## src/rtl/seq_addsub.sv

```systemverilog
// Sequential chunked adder/subtractor: adds CHUNK bits per cycle, LSB chunk first,
// and publishes sum, carry-out and signed overflow when the last chunk completes.
module seq_addsub #(
    parameter int WIDTH = 6,
    parameter int CHUNK = 2
) (
    input  logic             clk,
    input  logic             rst_n,
    input  logic             start,
    input  logic             sel,
    input  logic [WIDTH-1:0] x,
    input  logic [WIDTH-1:0] y,
    output logic             busy,
    output logic             done,
    output logic [WIDTH-1:0] sum,
    output logic             c_out,
    output logic             overflow
);

    localparam int NCH = WIDTH / CHUNK;
    localparam int CW  = (NCH > 1) ? $clog2(NCH) : 1;

    typedef enum logic [1:0] {
        IDLE = 2'd0,
        BUSY = 2'd1,
        DONE = 2'd2
    } state_t;

    state_t           state_r;
    state_t           state_nx_s;
    logic             load_s;
    logic             step_s;
    logic             last_s;
    logic [WIDTH-1:0] a_r;
    logic [WIDTH-1:0] b_r;
    logic [WIDTH-1:0] acc_r;
    logic [WIDTH-1:0] acc_nx_s;
    logic             carry_r;
    logic [CW-1:0]    cnt_r;
    logic [CHUNK:0]   chunk_s;
    logic             cin_msb_s;

    assign last_s = (cnt_r == CW'(NCH - 1));

    // Chunk adder; operands shift down so the active chunk is always at the bottom.
    always_comb begin
        chunk_s   = {1'b0, a_r[CHUNK-1:0]} + {1'b0, b_r[CHUNK-1:0]} + {{CHUNK{1'b0}}, carry_r};
        // Finished chunks enter at the top and drift down to their final position.
        acc_nx_s  = (acc_r >> CHUNK) | (WIDTH'(chunk_s[CHUNK-1:0]) << (WIDTH - CHUNK));
        // Carry into the top bit of this chunk, recovered from its sum bit.
        cin_msb_s = chunk_s[CHUNK-1] ^ a_r[CHUNK-1] ^ b_r[CHUNK-1];
    end

    // FSM state register.
    always_ff @(posedge clk or negedge rst_n) begin
        if (!rst_n) begin
            state_r <= IDLE;
        end else begin
            state_r <= state_nx_s;
        end
    end

    // FSM next-state and datapath control.
    always_comb begin
        state_nx_s = state_r;
        load_s     = 1'b0;
        step_s     = 1'b0;
        case (state_r)
            IDLE: begin
                if (start) begin
                    load_s     = 1'b1;
                    state_nx_s = BUSY;
                end else begin
                    state_nx_s = IDLE;
                end
            end
            BUSY: begin
                step_s = 1'b1;
                if (last_s) begin
                    state_nx_s = DONE;
                end else begin
                    state_nx_s = BUSY;
                end
            end
            DONE: begin
                if (start) begin
                    load_s     = 1'b1;
                    state_nx_s = BUSY;
                end else begin
                    state_nx_s = IDLE;
                end
            end
            default: begin
                state_nx_s = IDLE;
            end
        endcase
    end

    // Operand capture, chunk stepping and accumulator.
    always_ff @(posedge clk or negedge rst_n) begin
        if (!rst_n) begin
            a_r     <= {WIDTH{1'b0}};
            b_r     <= {WIDTH{1'b0}};
            acc_r   <= {WIDTH{1'b0}};
            carry_r <= 1'b0;
            cnt_r   <= {CW{1'b0}};
        end else if (load_s) begin
            a_r     <= x;
            b_r     <= y ^ {WIDTH{sel}};
            acc_r   <= {WIDTH{1'b0}};
            carry_r <= sel;
            cnt_r   <= {CW{1'b0}};
        end else if (step_s) begin
            a_r     <= a_r >> CHUNK;
            b_r     <= b_r >> CHUNK;
            acc_r   <= acc_nx_s;
            carry_r <= chunk_s[CHUNK];
            cnt_r   <= last_s ? {CW{1'b0}} : cnt_r + CW'(1);
        end else begin
            a_r     <= a_r;
            b_r     <= b_r;
            acc_r   <= acc_r;
            carry_r <= carry_r;
            cnt_r   <= cnt_r;
        end
    end

    // Registered status and result; results only move on the final chunk.
    always_ff @(posedge clk or negedge rst_n) begin
        if (!rst_n) begin
            busy     <= 1'b0;
            done     <= 1'b0;
            sum      <= {WIDTH{1'b0}};
            c_out    <= 1'b0;
            overflow <= 1'b0;
        end else begin
            busy <= (state_nx_s == BUSY);
            done <= (state_nx_s == DONE);
            if (step_s && last_s) begin
                sum      <= acc_nx_s;
                c_out    <= chunk_s[CHUNK];
                overflow <= chunk_s[CHUNK] ^ cin_msb_s;
            end else begin
                sum      <= sum;
                c_out    <= c_out;
                overflow <= overflow;
            end
        end
    end

endmodule

```

## config.mk

```make
export PLATFORM = sky130hd
export DESIGN_NAME = seq_addsub
export DESIGN_NICKNAME = d
export VERILOG_FILES = /design/src/rtl/seq_addsub.sv
export SDC_FILE = /design/constraint.sdc
export NUM_CORES = 1
export LEC_CHECK = 0
export BUFFER_PORTS_ARGS = -buffer_cell sky130_fd_sc_hd__buf_2
export CORE_ASPECT_RATIO = 1.5
export CORE_UTILIZATION = 53
export DETAILED_ROUTE_END_ITERATION = 10
export PLACE_DENSITY = 0.77
export SLEW_MARGIN = 0
export SYNTH_ARGS = -nofsm -noshare
export SYNTH_HDL_FRONTEND = slang
export SYNTH_SLANG_ARGS = --single-unit
```

## constraint.sdc

```tcl
create_clock -name clk -period 2.2 [get_ports clk]
set_input_delay 0.44 -clock clk [delete_from_list [all_inputs] [get_ports clk]]
set_output_delay 0.44 -clock clk [all_outputs]
set_load 0.01 [all_outputs]
```

==> impl_results.md <==
* Finished Core Util at 0.616
* Crit path max fanout at 3
* Arr. time, crit path at 2.10 ns
* Post-synth EDFFs at 0
* Synth unique cells at 25
* CTS tree: done
* Vias in the first global route at 863
* Avg WL per Cell at 14.9 um
* Worst path bufs/invs at 0
* DIE AREA at 2760 um2
* Final hold violation count at 0
* Register area at 776 um2
* # rows at 22
* Post-CTS Resized at 0
* Share of layout cells above drive strength 1 at 0.248
* Total wire length at 2290 um
* Initial antenna violation count at 0
* Commonest non-fill, non-tap cells in the layout: 31 x dfrtp_1, 25 x buf_2, 9 x xnor2_1, 9 x nor2_1
* Sequential share of the synthesized area at 0.574
* Total core area at 2420 um2
* Critical path, cell by cell: fa_1 -> fa_1 -> xnor2_1 -> xnor2_1 -> a21oi_1
* Mapped Nets at 124
* Hold Path Class: in -> async
* Run status: finished clean
* Worst Path Required at 2.40 ns
* Setup crit start kind: register
* Detailed Route Iter0 Violations at 12
* VDD IR max at 0.000781 V
* Root Buffer: clkbuf_4
* Clock Latency Late Sink at 0.33 ns
* Worst setup path class: reg -> reg
* Filler cells at 202
* Total negative slack at 0 ns
* DP HPWL at 1640 um
* Largest net degree at the start of global routing at 32
* TritonRoute pass-1 iters at 4
* Async SR Flop Fraction at 1.00
* CP max-delay cell: fa_1
* Clock transition at the registers of the reported paths at 0.08 ns
* Post-CTS Setup Bufs at 0
* Leading cell type in the layout, fill and taps excluded: dfrtp_1
* RSZ-0062 raised after global routing: false
* Syn Inst Count at 106
* Vias per cell at 5.75
* Routed Antenna Nets at 0
* P&R area growth vs syn at 10.4%
* # setup viols final at 0
* Total CTS buffers at 5
* Worst slew margin at 0.561
* Gpl congestion at 0.794
* Yosys warnings at 0
* PnR worst setup slack at 0.294 ns
* Post-DP Area at 1450 um2
* Synth Flop Type: dfrtp_1
* GRT overflow at 0
* Setup WS pre-CTS at 0.303 ns
* Max-slew violations at 0
* Final Net Count at 148
* Effective utilization at floorplan at 0.558
* Total GRT Usage at 0.199
* Worst setup EP type: register
* Hold Buf Count CTS at 0
* Worst-Margin Slew at 0.658 ns
* Peak Freq at 0.525 GHz
* Pwr per Cell Area at 1490 nW/um2
* First-pass GRT wire length at 3970 um
* Flops & latches, synth at 31
* Die X at 43.2 um
* Ant diodes at 0
* Max-cap violations at 0
* Crit path largest cell delay at 0.50 ns
* Via Count at 879
* Clk buf depth at 2
* Fin crit share at 0.866
* Design area at 1490 um2
* Die Y at 63.9 um
* Tmin final at 1.91 ns
* CTS sink count at 31
* Worst Skew at 0.00229 ns
* Mapped Area at 1350 um2
* Port bufs at 25
* DR DRC count at 0
* Syn avg cell area at 12.8 um2
* Htree depth at 2
* Worst path top cell family by delay: adder cells
* Multi-input logic area at 520 um2
* Leakage at 0.717 nW
* Top Ports at 26
==> per-layer routing <==
metal  global-route usage  share of wire  vias up  wire, um
li1                     -              -      418         -
met1                0.238           0.42      430       960
met2                0.317           0.51       25      1160
met3               0.0763          0.051        6       116
met4               0.0795          0.020        0        46
met5                    0              0        -         0
==> through the flow <==
step	power [mW]	hold WS [ns]	instances
2_1_floorplan	1.76	0.144	106
3_3_place_gp	1.90	0.462	147
3_5_place_dp	1.96	0.458	147
4_1_cts	2.25	0.156	153
5_1_grt	2.40	0.183	153
6_report	2.22	0.136	153
==> final timing paths <==
check                                start       end  slack [ns]  cells past startpoint
min in group clk                      x[2]    a_r[2]        0.33                      3
worst min register to register  state_r[1]      done        0.48                      1
worst min-delay path                 rst_n    sum[2]        0.14                      1
max in group asynchronous            rst_n     c_out        1.64                      1
worst max register to register      a_r[0]  overflow        0.29                      5
worst max-delay path                a_r[0]  overflow        0.29                      5
==> kinds of logic after synthesis <==
logic type               share of synthesized area
AO/OA/AOI/OAI                                0.124
XOR/XNOR                                    0.0583
adder cells (fa/ha/maj)                     0.0296
buffers and inverters                       0.0416
flip-flops                                   0.574
multiplexers                                0.0666
AND/OR/NAND/NOR                              0.106
==> cell type report <==
cell class / instances / area share
well taps: 24 / 0.0201
flip-flops and latches: 31 / 0.520
repair buffers: 25 / 0.0838
multi-input cells: 67 / 0.349
clock buffers: 6 / 0.0277
==> state kept, by name (all words and copies together), names as in the netlist <==
name      flops
a_r           6
b_r           6
sum           6
acc_r         4
cnt_r         2
state_r       2
busy          1
c_out         1
carry_r       1
done          1
overflow      1
==> cells in the mapped netlist (3+ instances only) <==
| cell type | n | area (um2) |
|---|---|---|
| xnor2_1 | 9 | 78.8 |
| dfrtp_1 | 31 | 776 |
| nand3_1 | 4 | 20.0 |
| a22o_1 | 7 | 61.3 |
| a22oi_1 | 4 | 30.0 |
| mux2_1 | 7 | 78.8 |
| a221o_1 | 4 | 40.0 |
| nand2_1 | 6 | 22.5 |
| nor2_1 | 9 | 33.8 |
| buf_2 | 3 | 15.0 |
==> report_power, final <==
group,switching (mW),internal (mW)
sequential,0.165,0.824
combinational,0.479,0.460
clock,0.175,0.113
Note: power is estimated with default switching activity, not from simulation.
